<file path="src/rtl/uart_hex_byte_parser_pkg.sv">
// Shared definitions for the UART hex byte parser.
//   - ASCII terminator constants
//   - parser state encoding
//   - character-class enum plus a helper that maps decoder flags to a class
package uart_hex_byte_parser_pkg;

    localparam logic [7:0] ASCII_CR = 8'h0D;
    localparam logic [7:0] ASCII_LF = 8'h0A;

    typedef enum logic [1:0] {
        S_HI      = 2'd0,
        S_LO      = 2'd1,
        S_TERM    = 2'd2,
        S_DISCARD = 2'd3
    } state_t;

    typedef enum logic [1:0] {
        HEX   = 2'd0,
        TERM  = 2'd1,
        OTHER = 2'd2
    } char_class_t;

    function automatic char_class_t classify(input logic is_hex, input logic is_term);
        if (is_hex) begin
            return HEX;
        end else if (is_term) begin
            return TERM;
        end
        return OTHER;
    endfunction

endpackage

</file>
<file path="src/rtl/uart_hex_byte_parser_if.sv">
// Byte stream interface between the UART receiver, the hex parser and the
// display/control consumer.
//   i_rx_valid     : receiver byte-valid level
//   i_rx_byte      : received byte
//   o_byte_valid   : one-cycle pulse per parsed command
//   o_byte         : last parsed byte
//   o_error        : one-cycle pulse per detected error
//   o_error_count  : saturating error count
// slave modport is the parser's view; master is the surrounding system's view.
interface uart_hex_byte_parser_if;

    logic       i_rx_valid;
    logic [7:0] i_rx_byte;
    logic       o_byte_valid;
    logic [7:0] o_byte;
    logic       o_error;
    logic [7:0] o_error_count;

    modport slave (
        input  i_rx_valid,
        input  i_rx_byte,
        output o_byte_valid,
        output o_byte,
        output o_error,
        output o_error_count
    );

    modport master (
        output i_rx_valid,
        output i_rx_byte,
        input  o_byte_valid,
        input  o_byte,
        input  o_error,
        input  o_error_count
    );

endinterface

</file>
<file path="src/rtl/uart_hex_byte_parser_hex_nibble_decode.sv">
// Combinational ASCII decoder, shared with any future hex echo/transmit stage.
//   i_byte    : ASCII character
//   o_is_hex  : '0'-'9', 'A'-'F' or 'a'-'f'
//   o_is_term : CR or LF
//   o_nibble  : value of a hex character, 0 otherwise
module hex_nibble_decode
    import uart_hex_byte_parser_pkg::*;
(
    input  logic [7:0] i_byte,
    output logic       o_is_hex,
    output logic       o_is_term,
    output logic [3:0] o_nibble
);

    always_comb begin
        // NOTE: every output gets a default first so no path can infer a latch.
        o_is_hex = 1'b0;
        o_nibble = 4'd0;
        if (i_byte >= 8'h30 && i_byte <= 8'h39) begin
            o_is_hex = 1'b1;
            o_nibble = i_byte[3:0];
        end else if ((i_byte >= 8'h41 && i_byte <= 8'h46) ||
                     (i_byte >= 8'h61 && i_byte <= 8'h66)) begin
            // Low nibble of 'A'/'a' is 1, so +9 lands on 10.
            o_is_hex = 1'b1;
            o_nibble = i_byte[3:0] + 4'd9;
        end
    end

    assign o_is_term = (i_byte == ASCII_CR) || (i_byte == ASCII_LF);

endmodule

</file>
<file path="src/rtl/uart_hex_byte_parser.sv">
// Assembles two ASCII hex digits followed by CR/LF into one binary byte.
//   i_clk   : system clock
//   i_reset : synchronous, active-high reset
//   bus     : slave side of uart_hex_byte_parser_if (rx level in, parsed
//             byte / valid pulse / error pulse / saturating error count out)
// A byte is accepted once per rising edge of the receiver's valid level.
// A stalled command (no accept for TIMEOUT_CYCLES clocks) is abandoned.
module uart_hex_byte_parser
    import uart_hex_byte_parser_pkg::*;
#(
    parameter int TIMEOUT_CYCLES = 2500000
) (
    input  logic                  i_clk,
    input  logic                  i_reset,
    uart_hex_byte_parser_if.slave bus
);

    localparam int               CNT_W    = (TIMEOUT_CYCLES > 1) ? $clog2(TIMEOUT_CYCLES) : 1;
    localparam logic [CNT_W-1:0] CNT_LAST = CNT_W'(TIMEOUT_CYCLES - 1);

    state_t           r_state;
    logic             r_prev_valid;
    logic [3:0]       r_hi;
    logic [3:0]       r_lo;
    logic [CNT_W-1:0] r_cnt;
    logic [7:0]       r_byte;
    logic             r_byte_valid;
    logic             r_error;
    logic [7:0]       r_error_count;

    logic             w_is_hex;
    logic             w_is_term;
    logic [3:0]       w_nibble;
    char_class_t      w_class;
    logic             w_accept;
    logic             w_timeout;
    state_t           w_state_next;
    logic             w_load_hi;
    logic             w_load_lo;
    logic             w_emit;
    logic             w_raise;

    hex_nibble_decode u_decode (
        .i_byte    (bus.i_rx_byte),
        .o_is_hex  (w_is_hex),
        .o_is_term (w_is_term),
        .o_nibble  (w_nibble)
    );

    assign w_class  = classify(w_is_hex, w_is_term);
    assign w_accept = bus.i_rx_valid && !r_prev_valid;
    // An accept in the same cycle always beats the timeout.
    assign w_timeout = (r_state != S_HI) && !w_accept && (r_cnt == CNT_LAST);

    always_comb begin
        w_state_next = r_state;
        w_load_hi    = 1'b0;
        w_load_lo    = 1'b0;
        w_emit       = 1'b0;
        w_raise      = 1'b0;
        if (w_accept) begin
            case (r_state)
                S_HI: begin
                    if (w_class == HEX) begin
                        w_load_hi    = 1'b1;
                        w_state_next = S_LO;
                    end else if (w_class == OTHER) begin
                        w_raise      = 1'b1;
                        w_state_next = S_DISCARD;
                    end
                end
                S_LO: begin
                    if (w_class == HEX) begin
                        w_load_lo    = 1'b1;
                        w_state_next = S_TERM;
                    end else if (w_class == TERM) begin
                        w_raise      = 1'b1;
                        w_state_next = S_HI;
                    end else begin
                        w_raise      = 1'b1;
                        w_state_next = S_DISCARD;
                    end
                end
                S_TERM: begin
                    if (w_class == TERM) begin
                        w_emit       = 1'b1;
                        w_state_next = S_HI;
                    end else begin
                        w_raise      = 1'b1;
                        w_state_next = S_DISCARD;
                    end
                end
                S_DISCARD: begin
                    if (w_class == TERM) begin
                        w_state_next = S_HI;
                    end
                end
                default: w_state_next = S_HI;
            endcase
        end else if (w_timeout) begin
            // A stalled discard ends silently; a stalled command is an error.
            w_state_next = S_HI;
            w_raise      = (r_state != S_DISCARD);
        end
    end

    always_ff @(posedge i_clk) begin
        // NOTE: sequential state uses non-blocking assignments so every
        // register samples pre-edge values regardless of statement order.
        if (i_reset) begin
            r_state       <= S_HI;
            r_prev_valid  <= 1'b1;  // a level held through reset is not a new byte
            r_hi          <= 4'd0;
            r_lo          <= 4'd0;
            r_cnt         <= '0;
            r_byte        <= 8'h00;
            r_byte_valid  <= 1'b0;
            r_error       <= 1'b0;
            r_error_count <= 8'h00;
        end else begin
            r_prev_valid <= bus.i_rx_valid;
            r_state      <= w_state_next;
            if (w_load_hi) begin
                r_hi <= w_nibble;
            end
            if (w_load_lo) begin
                r_lo <= w_nibble;
            end
            if (w_accept || w_timeout || r_state == S_HI) begin
                r_cnt <= '0;
            end else begin
                r_cnt <= r_cnt + CNT_W'(1);
            end
            r_byte_valid <= w_emit;
            r_error      <= w_raise;
            if (w_emit) begin
                r_byte <= {r_hi, r_lo};
            end
            if (w_raise && r_error_count != 8'hFF) begin
                r_error_count <= r_error_count + 8'd1;
            end
        end
    end

    assign bus.o_byte_valid  = r_byte_valid;
    assign bus.o_byte        = r_byte;
    assign bus.o_error       = r_error;
    assign bus.o_error_count = r_error_count;

endmodule

</file>
<file path="src/flat_wrapper.sv">
// flat-port wrapper written by rule: the top's interface ports become plain ports
module uart_hex_byte_parser_flat import uart_hex_byte_parser_pkg::*;
#(
    parameter int TIMEOUT_CYCLES = 2500000
)
  (i_clk, i_reset, bus_i_rx_valid, bus_i_rx_byte, bus_o_byte_valid, bus_o_byte, bus_o_error, bus_o_error_count);
  uart_hex_byte_parser_if bus_i ();
  input  logic i_clk;
  input  logic i_reset;
  input wire logic [$bits(bus_i.i_rx_valid)-1:0] bus_i_rx_valid;
  input wire logic [$bits(bus_i.i_rx_byte)-1:0] bus_i_rx_byte;
  output wire logic [$bits(bus_i.o_byte_valid)-1:0] bus_o_byte_valid;
  output wire logic [$bits(bus_i.o_byte)-1:0] bus_o_byte;
  output wire logic [$bits(bus_i.o_error)-1:0] bus_o_error;
  output wire logic [$bits(bus_i.o_error_count)-1:0] bus_o_error_count;
  assign bus_i.i_rx_valid = bus_i_rx_valid;
  assign bus_i.i_rx_byte = bus_i_rx_byte;
  assign bus_o_byte_valid = bus_i.o_byte_valid;
  assign bus_o_byte = bus_i.o_byte;
  assign bus_o_error = bus_i.o_error;
  assign bus_o_error_count = bus_i.o_error_count;
  uart_hex_byte_parser #(.TIMEOUT_CYCLES(TIMEOUT_CYCLES)) u_core (.i_clk(i_clk), .i_reset(i_reset), .bus(bus_i));
endmodule
</file>
<file path="config.mk">
export PLATFORM = sky130hd
export DESIGN_NAME = uart_hex_byte_parser_flat
export DESIGN_NICKNAME = d
export VERILOG_FILES = /design/src/rtl/uart_hex_byte_parser_pkg.sv /design/src/rtl/uart_hex_byte_parser_if.sv /design/src/rtl/uart_hex_byte_parser_hex_nibble_decode.sv /design/src/rtl/uart_hex_byte_parser.sv /design/src/flat_wrapper.sv
export SDC_FILE = /design/constraint.sdc
export NUM_CORES = 1
export LEC_CHECK = 0
export ABC_AREA = 1
export CAP_MARGIN = 25
export CORE_ASPECT_RATIO = 2
export CORE_UTILIZATION = 51
export DETAILED_ROUTE_END_ITERATION = 10
export PLACE_DENSITY = 0.76
export RECOVER_POWER = 100
export SYNTH_ARGS = -nofsm -noshare
export SYNTH_HDL_FRONTEND = slang
export SYNTH_HIERARCHICAL = 1
export SYNTH_SLANG_ARGS = --single-unit
</file>
<file path="constraint.sdc">
create_clock -name i_clk -period 2.1 [get_ports i_clk]
set_clock_uncertainty 0.15 [all_clocks]
set_input_delay 0.42 -clock i_clk [delete_from_list [all_inputs] [get_ports i_clk]]
set_output_delay 0.42 -clock i_clk [all_outputs]
set_load 0.03 [all_outputs]
</file>
## Yosys cells after proc, flatten, opt, wreduce, memory -nomap -nowiden

Index checks and enable logic that the tools add are counted.

| storage, ports and cells | value |
|---|---|
| register bits after elaboration | 51 |
| input port bits | 11 |
| output and inout bits | 18 |

| operators by class | value |
|---|---|
| add/sub/neg operators | 3 |
| $lt $le $gt $ge | 6 |
| equality and inequality tests | 12 |
| multiplexer cells | 32 |
| reductions and logical operators | 19 |

Operators by type and width:

| kind | number |
|---|---|
| $add A22 B1 Y22 const B | 1 |
| $eq A22 B22 Y1 const B | 1 |
| $mux W2 | 10 |
| $mux W1 | 18 |
| $eq A8 B4 Y1 const B | 2 |
| $ge A8 B7 Y1 const B | 2 |
| $le A8 B7 Y1 const B | 2 |
| $add A8 B1 Y8 const B | 1 |
| $ge A8 B6 Y1 const B | 1 |
| $le A8 B6 Y1 const B | 1 |
| $mux W4 | 2 |
| $ne A8 B8 Y1 const B | 1 |
| $pmux W2 S4 | 1 |
| $logic_and A1 B1 Y1 | 7 |
| $eq A2 B2 Y1 const B | 3 |
| $add A4 B4 Y4 const B | 1 |
| $eq A2 B1 Y1 const B | 2 |
| $logic_not A2 Y1 | 2 |
| $logic_or A1 B1 Y1 | 4 |
| $ne A4 B4 Y1 const B | 1 |
| $reduce_bool A2 Y1 | 2 |
| $ne A3 B3 Y1 const B | 1 |
| $pmux W1 S3 | 1 |
| $reduce_and A3 Y1 | 1 |
| 3 further kinds | 4 |

## Depth between registers and ports, before layout

Gate-level depths: netlist of run 1.

| logic depth | value |
|---|---|
| depth after elaboration | 13 |
| depth in mapped cells | 15 |

## By module

The synthesis of run 1 kept the hierarchy.

By module, submodules not included:

| module | times used | cells each | area an instance (um^2) | seq. area each (um^2) |
|---|---|---|---|---|
| uart_hex_byte_parser | 1 | 330 | 2408.6 | 1021.0 |
| hex_nibble_decode | 1 | 45 | 252.7 | 0.0 |

## Worst setup path after synthesis of run 1

OpenSTA, ideal clock, no wires.

| path | value |
|---|---|
| path kind | in2reg |
| from | in bus_i_rx_byte[0] |
| to | reg u_core.r_byte[7], in the netlist u_core/bus.o_byte[7] |
| data arrival time | 1.755 ns |
| path slack | 0.076 ns |
| stages | 11 |
| buffers on the path | 1 |
| cells stage by stage | inv_1 > ha_1 > o21ai_2 > nand2_2 > nand2_1 > nand2_1 > nor2_1 > nand3_1 > buf_2 > o21ai_0 > a21oi_1 |

| between the ends | value |
|---|---|
| longest elaborated chain between the ends | 11 |

Ends and longest elaborated chain:

| what | RTL line | text |
|---|---|---|
| start, declared | flat_wrapper.sv:11 | `input wire logic [$bits(bus_i.i_rx_byte)-1:0] bus_i_rx_byte;` |
| $ge A8 B7 Y1, or another cell as far along | uart_hex_byte_parser_hex_nibble_decode.sv:22 | `end else if ((i_byte >= 8'h41 && i_byte <= 8'h46) \|\|` |
| $logic_and A1 B1 Y1, on equally long branches | uart_hex_byte_parser_hex_nibble_decode.sv:22, uart_hex_byte_parser_hex_nibble_decode.sv:23 |  |
| $logic_or A1 B1 Y1 | uart_hex_byte_parser_hex_nibble_decode.sv:22 |  |
| $mux W1 | uart_hex_byte_parser_hex_nibble_decode.sv:22 |  |
| $mux W1 * | uart_hex_byte_parser_hex_nibble_decode.sv:19 | `if (i_byte >= 8'h30 && i_byte <= 8'h39) begin` |
| named net u_core.w_is_hex | uart_hex_byte_parser.sv:31 | `logic w_is_hex;` |
| $mux W2 or $mux W1 (tied branches) | uart_hex_byte_parser_pkg.sv:24 | `if (is_hex) begin` |
| $mux W2 * | uart_hex_byte_parser_pkg.sv:29 | `return OTHER;` |
| $eq A2 B1 Y1 * | uart_hex_byte_parser.sv:85 | `if (w_class == TERM) begin` |
| $mux W1 * | uart_hex_byte_parser.sv:85 |  |
| $mux W1 * | uart_hex_byte_parser.sv:62 | `case (r_state)` |
| $mux W1 * | uart_hex_byte_parser.sv:61 | `if (w_accept) begin` |
| end signal, assigned | uart_hex_byte_parser.sv:137 | `r_byte <= {r_hi, r_lo};` |
| end, declared | uart_hex_byte_parser.sv:26 | `logic [7:0] r_byte;` |

The timed path passes the listed nets; every way through them passes the cells marked *.
A chain may end at the register's enable or synchronous reset.

## Final worst setup path of run 1

| path | value |
|---|---|
| from | reg u_core.r_error_count[6], in the netlist u_core/bus.o_error_count[6] |
| to | out bus_o_error_count[6] |

RTL lines:

| what | RTL line | text |
|---|---|---|
| start, declared | uart_hex_byte_parser.sv:29 | `logic [7:0] r_error_count;` |
| start signal, assigned | uart_hex_byte_parser.sv:140 | `r_error_count <= r_error_count + 8'd1;` |
| end, declared | flat_wrapper.sv:15 | `output wire logic [$bits(bus_i.o_error_count)-1:0] bus_o_error_count;` |

No word-level cell between the ends.

==> out/summary.txt, run 1 <==
Status - completed
Cts bufs inserted - 5
Setup tns final - 0 ns
LEAKAGE - 1.30 nW
Worst-path fanout max - 5
TritonCTS clock tree - done
Initial DRC count - 78
Syn Area/Cell - 7.10 sq um
Final ANT Viol Nets - 0
Delay-heaviest family, CP - buffers and inverters
Placed instance area - 3160 sq um
Fin nets - 445
Clock-pin slew on the worst setup and hold paths - 0.09 ns
Sequential Power Share - 58.0%
Max_slew headroom - 73.0%
Via count - 2525
Buffers on Ports - 28
Pins Over Slew Limit - 0
Global route overflow - 0
RSZ-0062 raised after global routing - false
Vias in the first global route - 2521
Synthesis Warnings - 6
Worst Hold Path EP - u_core/bus.o_byte[4]
Hold_buf cts - 0
Ant. Diodes - 0
Slowest stage delay, CP - 0.71 ns
Synth Instances - 375
Worst VDD drop - 0.490 mV
Final period util - 97.0%
Syn nets - 392
Hpwl dp - 4.43 mm
Hold depth - 2
Leading cell types in the layout, fill and taps excluded - nand2_1 (65), nor2_1 (52), dfxtp_1 (51), inv_1 (35), a21oi_1 (28)
Initial Util - 53.7%
Routed WL per cell - 11.9 um
Pwr dens - 513 nW/um^2
Reg2Reg Depth - 9
HP Class - reg2reg
WS Path Type - reg2out
Area grow syn2layout - 23.4%
Critical path cell sequence - clkdlybuf4s50_1
Post-CTS setup buffer count - 0
Final Instance Area - 3280 sq um
Register area share after synthesis - 38.4%
Sink Count - 51
Total global routing track utilization - 23.0%
Chip width - 53.1 um
Share of cells above drive strength 1 - 18.7%
Register bit count reported by yosys - 51
Clock Power Share - 33.7%
Worst-margin pin slew - 0.406 ns
Buf+Inv Stages, Crit Path - 1
RD Place Congestion - 0.847
Crit path arrival time - 1.47 ns
Crit. path cell count - 1
H-tree depth - 2
Core Footprint - 4950 sq um
Yosys cell types - 30
Post-Syn Area - 2660 sq um
Clock buffer depth - 2
Row count - 36
Crit-path slowest cell - clkdlybuf4s50_1
Final setup fails - 0
Critical Path Source Type - flop
DR DRC count - 0
Internal - 1.29 mW
Combinational fraction of design power - 8.3%
Clock Root Buffer - clkbuf_8
First-pass GRT wire length - 9.77 mm
Clk Latency, worst-skew pair - 0.31 ns
Worst R2R Setup Slack - 0.15 ns
Hold Path Origin - u_core/bus.o_byte[4]
Tmin final - 2.04 ns
CP Data Required Time - 1.53 ns
Die H - 104 um
Max Fclk - 491 MHz
Max_cap viols - 0
R2R Path End - u_core/r_cnt[16]
Initial antenna violation count - 0
Hold Fails Final Rpt - 0
Switching Fraction - 23.3%
DR pass1 iterations - 5
Routed WL - 5.77 mm
DR vias/cell - 5.21
Setup crit end kind - output port
FF-to-FF Start - u_core/r_cnt[0]
Die area - 5530 sq um
Switching power total - 392 uW
Number of top-level pins - 29
Largest net degree at the start of global routing - 23
Fill count - 437
Commonest non-fill, non-tap cell in the layout - nand2_1
-- registers in the layout, summed over array words and instances (netlist names) --
register / count
u_core/bus.o_byte: 8
u_core/bus.o_byte_valid: 1
u_core/bus.o_error: 1
u_core/bus.o_error_count: 8
u_core/r_cnt: 22
u_core/r_hi: 4
u_core/r_lo: 4
u_core/r_prev_valid: 1
u_core/r_state: 2
-- tightest hold or removal path, stage by stage, from the launching register on --
cell,delay (ns)
dfxtp_1,0.31
inv_1,0.04
a21oi_1,0.05
-- per-stage QoR --
stage | setup slack [ns] | hold WS, ns | utilization (%) | total power, mW | cells
2_1_floorplan | 0.0758 | 0.268 | - | 1.07 | 375
3_3_place_gp | -0.499 | 0.275 | 63.8 | 1.13 | 476
3_5_place_dp | -0.556 | 0.285 | 63.8 | 1.14 | 476
4_1_cts | 0.0504 | 0.297 | 66.4 | 1.70 | 485
5_1_grt | 0.00584 | 0.328 | 66.3 | 1.75 | 485
6_report | 0.0634 | 0.290 | 66.3 | 1.68 | 485
-- how the worst max path moves through the flow --
stage	startpoint	end	slack, ns
6_report	u_core/bus.o_error_count[6]	bus_o_error_count[6]	0.06
5_1_grt	u_core/r_cnt[0]	u_core/r_cnt[2]	0.006
4_1_cts	bus_i_rx_byte[2]	u_core/bus.o_error_count[0]	0.05
3_5_place_dp	bus_i_rx_byte[0]	u_core/bus.o_error_count[0]	-0.56
3_3_place_gp	bus_i_rx_byte[0]	u_core/bus.o_error_count[0]	-0.50
2_1_floorplan	bus_i_rx_byte[0]	u_core/bus.o_byte[7]	0.08
-- kinds of logic (layout without fill, tap and decap cells) --
family / after synthesis / count (layout) / share of synthesized area [%]
XOR/XNOR: 12 / 12 / 3.95
buffers and inverters: 51 / 102 / 7.33
adder cells (fa/ha/maj): 6 / 6 / 2.82
AND/OR/NAND/NOR: 201 / 203 / 37.2
flip-flops: 51 / 51 / 38.4
AO/OA/AOI/OAI: 54 / 54 / 10.3
-- per-layer routing --
metal / wire, um / track usage [%] / share of wire [%]
met3: 150 / 3.51 / 2.6
met2: 3290 / 44.4 / 57
met1: 2160 / 20.9 / 37
met5: 0 / 0 / 0
met4: 166 / 11.8 / 2.9
-- synth_stat cells, drive strengths merged --
master,instances,area [sq um]
inv,46,173
nand3b,2,15.0
ha,6,75.1
clkbuf,2,7.51
o21ai,24,124
or2,3,18.8
buf,3,15.0
xor2,11,96.3
xnor2,1,8.76
nand3,28,173
a21oi,30,150
nor3b,2,20.0
dfxtp,51,1020
nand4,19,119
nor2,64,294
nand2,77,317
nor3,6,35.0
-- repair_timing --
action | 4_1_cts | 5_1_grt
pin swaps | 3 | 4
setup endpoints to repair | 23 | 22
cloned | 2 | 0
hold endpoints to repair | 0 | 0
gates resized for setup | 17 | 9
-- power groups by stage --
stage | Clock [mW] | Combinational, mW | Sequential, mW
after floorplan | 0 | 0.0666 | 1.00
after CTS | 0.582 | 0.141 | 0.977
after global placement | 0 | 0.133 | 0.999
final | 0.567 | 0.140 | 0.977
after global routing | 0.621 | 0.154 | 0.978
after detailed placement | 0 | 0.137 | 0.999
-- area by class of cell --
type	count	area, sq um	share of cell area, %
inverter	46	173	5.26
timing repair buffer	49	428	13.0
clock inverter	1	5.00	0.152
sequential	51	1020	31.1
multi-input combinational	275	1500	45.8
clock buffer	6	82.6	2.51
tap	57	71.3	2.17
No activity file was read; power rests on OpenSTA's default activity.
==> run 2: changes to the inputs <==
ABC_AREA = default   (was 1)
CORE_UTILIZATION = 50   (was 51)
PLACE_DENSITY = 0.75   (was 0.76)
==> out/summary.txt, run 2 <==
Hold_buf cts - 0 (unchanged)
Post-Syn Area - 2480 sq um (-6.7%)
Number of top-level pins - 29 (unchanged)
WS Path Type - in2reg
Hold Fails Final Rpt - 0 (unchanged)
Sink Count - 51 (unchanged)
Syn Area/Cell - 9.16 sq um (+29%)
Worst VDD drop - 0.549 mV (+12%)
Pwr dens - 535 nW/um^2 (+4.3%)
Final period util - 109% (+12 points)
Leading cell types in the layout, fill and taps excluded - nor2_1 (55), dfxtp_1 (51), buf_4 (34)
Pins Over Slew Limit - 0 (unchanged)
Combinational fraction of design power - 8.9% (+0.6 points)
Clock buffer depth - 2 (unchanged)
Hpwl dp - 3.82 mm (-14%)
Initial antenna violation count - 0 (unchanged)
Cell taking the most area after synthesis - dfxtp_1
Final ANT Viol Nets - 0 (unchanged)
Failing checks - setup timing
WL met2 - 3.13 mm (-5.0%)
H-tree depth - 2 (unchanged)
Max_cap viols - 0 (unchanged)
Met3 routed WL - 132 um (-12%)
Ant. Diodes - 0 (unchanged)
Pre-CTS setup slack - -1.06 ns (-0.503 ns)
Sequential Power Share - 54.2% (-3.8 points)
DR vias/cell - 5.40 (+3.8%)
Initial Util - 51.5% (-2.2 points)
Placed instance area - 3080 sq um (-2.5%)
Yosys top cell area share - 41.1% (+2.7 points)
Via count - 2129 (-16%)
Max_slew headroom - 73.7% (+0.77 points)
Commonest non-fill, non-tap cell in the layout - nor2_1
Yosys cell types - 53 (+77%)
Chip width - 51.8 um (-2.3%)
Final setup fails - 19 (+19)
Final Instance Area - 3360 sq um (+2.3%)
Worst setup margin - -0.193 ns (-0.256 ns)
Worst-path fanout max - 5 (unchanged)
Crit path arrival time - 2.36 ns (+0.89 ns)
CP Data Required Time - 2.17 ns (+0.64 ns)
Largest net degree at the start of global routing - 22 (-4.3%)
RSZ-0062 raised after global routing - true
Register bit count reported by yosys - 51 (unchanged)
Clock Root Buffer - clkbuf_8
Vias in the first global route - 2124 (-16%)
HP Class - reg2reg
Crit-path slowest cell - a211oi_4
Asr flop ratio synth - 0% (unchanged)
First-pass GRT wire length - 8.76 mm (-10%)
Commonest cells in the netlist - nor2_1 (56), dfxtp_1 (51), mux2i_1 (18)
DRT met1 WL - 2.09 mm (-3.1%)
Area grow syn2layout - 35.3%
Setup crit end kind - flop
Critical path cell sequence - buf_12, inv_12, ha_4, nand2b_4, o21a_1, a21o_1, or2b_4, nand4_1, buf_6, a211oi_4, a21oi_2, a31o_1
Cts bufs inserted - 5 (unchanged)
Global route overflow - 0 (unchanged)
DR DRC count - 0 (unchanged)
Switching power total - 393 uW (about the same)
Clock-pin slew on the worst setup and hold paths - 0.10 ns (about the same)
Most flop-heavy register - u_core/r_cnt
Register area share after synthesis - 41.1% (+2.7 points)
Status - complete, but fails checks
Synth Instances - 271 (-28%)
Total global routing track utilization - 22.2% (-0.79 points)
Routed WL - 5.53 mm (-4.2%)
Critical Path Source Type - primary input
LEAKAGE - 1.34 nW (+3.3%)
Worst-margin pin slew - 0.392 ns (-0.0140 ns)
Final core utilization - 69.7% (+3.4 points)
Die H - 102 um (-2.4%)
Slowest stage delay, CP - 0.35 ns (-0.36 ns)
Clock Power Share - 36.9% (+3.2 points)
Syn nets - 288 (-27%)
Most common cell in the netlist - nor2_1
Area contributors post-synth - dfxtp_1 (41%), nor2_1 (8.5%), mux2i_1 (7.3%)
Fin nets - 354 (-20%)
Max Fclk - 436 MHz (-11%)
Uppermost layer routed - met4
Row count - 36 (unchanged)
Core Footprint - 4820 sq um (-2.7%)
Post-synth EDFFs - 0 (unchanged)
Synthesis Warnings - 6 (unchanged)
Tmin final - 2.29 ns (+0.256 ns)
RD Place Congestion - 0.787 (-7.1%)
TritonCTS clock tree - done
Switching Fraction - 21.9% (-1.4 points)
Share of cells above drive strength 1 - 27.0% (+8.3 points)
DR pass1 iterations - 4 (-1)
Routed WL per cell - 14.0 um (+18%)
Initial DRC count - 37 (-53%)
Top_reg_cell synth - dfxtp_1
Buffers on Ports - 28 (unchanged)
Max reg flops - 22 (unchanged)
Internal - 1.40 mW (+8.7%)
Die area - 5270 sq um (-4.7%)
Final Power - 1.80 mW (+6.7%)
Clk Latency, worst-skew pair - 0.31 ns (about the same)
-- run 2: cell count changes in the layout (fill, tap and decap cells not counted), moves of 11 or more --
cell / delta
nand2_1: -51
inv_1: -33
a21oi_1: -26
buf_4: +17
mux2i_1: +16
nand4_1: -15
o21ai_0: -12
xnor2_1: +11
-- run 2: layout make-up --
class / instances / area, sq um
multi-input combinational: 207 / 1520
fill: 379 / 1460
sequential: 51 / 1020
timing repair buffer: 67 / 611
clock buffer: 6 / 72.6
tap: 57 / 71.3
inverter: 5 / 31.3
clock inverter: 1 / 30.0
-- run 2: through the flow --
stage | instances | hold WS, ns | setup TNS (ns)
2_1_floorplan | 271 | 0.280 | -4.86
6_report | 394 | 0.352 | -1.54
3_3_place_gp | 380 | 0.324 | -27.15
3_5_place_dp | 380 | 0.339 | -28.35
5_1_grt | 394 | 0.383 | -2.74
4_1_cts | 390 | 0.360 | -1.45
-- run 2: cell families after synthesis --
| kind of cell | after synthesis | synth area share (%) |
|---|---|---|
| AO/OA/AOI/OAI | 27 | 8.11 |
| adder cells (fa/ha/maj) | 6 | 3.02 |
| AND/OR/NAND/NOR | 132 | 28.9 |
| buffers and inverters | 13 | 3.07 |
| XOR/XNOR | 23 | 8.11 |
| flip-flops | 51 | 41.1 |
| multiplexers | 19 | 7.71 |
-- run 2: routing by layer --
metal  vias to the layer above  global-route usage, %
met5                         -                      0
met4                         0                   11.4
met3                        14                   3.75
met2                        36                   42.7
met1                      1018                   21.2
li1                       1061                      -
-- run 2: power groups by stage --
stage | combinational [mW] | sequential (mW) | clock, mW
4_1_cts | 0.147 | 0.974 | 0.673
6_report | 0.159 | 0.974 | 0.663
3_5_place_dp | 0.135 | 0.997 | 0
5_1_grt | 0.172 | 0.975 | 0.707
3_3_place_gp | 0.133 | 0.997 | 0
2_1_floorplan | 0.0658 | 1.00 | 0
-- run 2: final timing paths --
kind | to | start | cells past startpoint | slack [ns]
hold / removal | u_core/r_hi[2] | u_core/r_hi[2] | 2 | 0.35
hold reg to reg | u_core/r_hi[2] | u_core/r_hi[2] | 2 | 0.35
setup reg to reg | u_core/bus.o_error_count[4] | u_core/r_cnt[13] | 6 | -0.13
setup / recovery | u_core/bus.o_error_count[7] | bus_i_rx_byte[1] | 12 | -0.19
-- run 2: worst max-delay path, delay by kind of cell --
family                     cells  cell delay [ns]
and+or+nand+nor                3             0.48
buffers and inverters          3             0.28
AOI/OAI and AO/OA              5             1.01
adders and majority gates      1             0.16
-- run 2: timing repair --
action,in CTS,in global routing
buffers inserted,2,4
endpoints found under the setup margin,28,24
pin swaps,16,15
resized for setup,54,15
cloned,1,0
==> run 3: changes to the inputs <==
CORE_MARGIN = 2   (was default)
==> out/summary.txt, run 3 (synthesis results as in run 2) <==
Switching power total - 398 uW (+1.4%)
Pre-CTS setup slack - -1.10 ns (-0.0399 ns)
Multi-input logic area - 1550 sq um (+1.5%)
Final setup fails - 20 (+1)
LEAKAGE - 1.40 nW (+4.1%)
Die H - 104 um (+2.0%)
Crit path arrival time - 2.35 ns (about the same)
CP Data Required Time - 2.16 ns (about the same)
DR DRC count - 0 (unchanged)
Die area - 5580 sq um (+5.9%)
Finished Layout Cells - 395 (+0.25%)
Tmin final - 2.30 ns (+0.00358 ns)
Clock buffer depth - 2 (unchanged)
Clock-pin slew on the worst setup and hold paths - 0.09 ns (about the same)
Setup tns final - -2.17 ns (-0.625 ns)
Pwr dens - 565 nW/um^2 (+5.7%)
Final Power - 1.93 mW (+7.5%)
H-tree depth - 2 (unchanged)
Area grow syn2layout - 37.7%
Ant. Diodes - 0 (unchanged)
HP Class - reg2reg
Fin nets - 354 (unchanged)
Register area - 1020 sq um (unchanged)
Max_slew headroom - 70.5% (-3.2 points)
DR pass1 iterations - 4 (unchanged)
Worst-path fanout max - 5 (unchanged)
Fill count - 346 (-8.7%)
Hold Fails Final Rpt - 0 (unchanged)
Hold Slack - 0.346 ns (-0.00603 ns)
Initial Util - 51.5% (unchanged)
Sequential Power Share - 50.4% (-3.8 points)
Global route overflow - 0 (unchanged)
Max reg flops - 22 (unchanged)
Row count - 36 (unchanged)
Cts bufs inserted - 5 (unchanged)
Clk Latency, worst-skew pair - 0.30 ns (about the same)
Final Instance Area - 3420 sq um (+1.8%)
Combinational fraction of design power - 8.6% (-0.3 points)
Vias in the first global route - 2167 (+2.0%)
Final ANT Viol Nets - 0 (unchanged)
Initial antenna violation count - 0 (unchanged)
First-pass GRT wire length - 9.51 mm (+8.5%)
Worst-margin pin slew - 0.438 ns (+0.0465 ns)
Routed WL per cell - 14.5 um (+3.1%)
RSZ-0062 raised after global routing - true
Routed WL - 5.71 mm (+3.3%)
Worst VDD drop - 0.571 mV (+4.0%)
Sink Count - 51 (unchanged)
DR vias/cell - 5.41 (+0.12%)
Clock Power Share - 40.9% (+4.0 points)
Buffers on Ports - 28 (unchanged)
Via count - 2137 (+0.38%)
Setup crit end kind - flop
Pins Over Slew Limit - 0 (unchanged)
Max Fclk - 435 MHz (-0.16%)
Most flop-heavy register - u_core/r_cnt
Commonest non-fill, non-tap cell in the layout - nor2_1
Number of top-level pins - 29 (unchanged)
Switching Fraction - 20.6% (-1.2 points)
Leading cell types in the layout, fill and taps excluded - nor2_1 (54), dfxtp_1 (51), buf_4 (33), nand3_1 (16), mux2i_1 (16)
WS Path Type - in2reg
Worst setup margin - -0.197 ns (-0.00358 ns)
Share of cells above drive strength 1 - 27.5% (+0.51 points)
Critical Path Source Type - primary input
Chip width - 53.8 um (+3.9%)
Final period util - 109% (+0.17 points)
RD Place Congestion - 0.789 (+0.34%)
Max_cap viols - 0 (unchanged)
Placed insts - 377 (-0.79%)
Final core utilization - 71.0% (+1.2 points)
Core Footprint - 4820 sq um (unchanged)
Clock Root Buffer - clkbuf_8
Hpwl dp - 4.00 mm (+4.6%)
Internal - 1.53 mW (+9.3%)
Failing checks - setup timing
Placed instance area - 3060 sq um (-0.73%)
TritonCTS clock tree - done
Total global routing track utilization - 22.4% (+0.18 points)
Largest net degree at the start of global routing - 22 (unchanged)
Initial DRC count - 20 (-46%)
Status - complete, but fails checks
run 3: per-layer routing:
layer | up-vias | track usage, % | part of all wire, %
met2 | 29 | 40.5 | 59
met1 | 1031 | 22.7 | 36
li1 | 1066 | - | -
met4 | 0 | 11.2 | 2.6
met3 | 11 | 3.75 | 2.2
met5 | - | 0 | 0
run 3: worst max-delay path: stages:
cell	delay (ns)
buf_8	0.10
nor4b_4	0.32
o21a_1	0.20
a21o_1	0.20
nor2b_4	0.06
or2b_4	0.19
nand4_1	0.08
buf_6	0.15
a211oi_4	0.35
a21oi_2	0.08
a31o_1	0.19
run 3: layout make-up:
type | instances | share of cell area [%]
Clock buffer | 6 | 2.12
Clock inverter | 2 | 1.76
Inverter | 5 | 0.915
Multi-Input combinational cell | 207 | 45.2
Sequential cell | 51 | 29.9
Tap cell | 57 | 2.09
Timing Repair Buffer | 67 | 18.1
run 3: final timing paths:
kind                                      startpoint                     endpoint  slack (ns)  cells past startpoint
worst max-delay path                bus_i_rx_byte[3]  u_core/bus.o_error_count[7]       -0.20                     11
worst min-delay path            u_core/bus.o_byte[3]         u_core/bus.o_byte[3]        0.35                      2
worst max register to register      u_core/r_cnt[16]  u_core/bus.o_error_count[7]       -0.11                      6
worst min register to register  u_core/bus.o_byte[3]         u_core/bus.o_byte[3]        0.35                      2
run 3: timing repair:
| item | in CTS | in global routing |
|---|---|---|
| resized for setup | 59 | 19 |
| gates cloned | 0 | 1 |
| pin swaps | 16 | 13 |
| endpoints found under the setup margin | 28 | 25 |
| setup buffers | 6 | 4 |
| hold buffers | 0 | 0 |
run 3: power by group through the flow:
stage | Clock, mW | Sequential [mW] | Combinational (mW)
after detailed placement | 0 | 0.997 | 0.135
after global routing | 0.845 | 0.976 | 0.179
final | 0.790 | 0.974 | 0.167
after CTS | 0.809 | 0.975 | 0.157
after global placement | 0 | 0.997 | 0.133
after floorplan | 0 | 1.00 | 0.0658
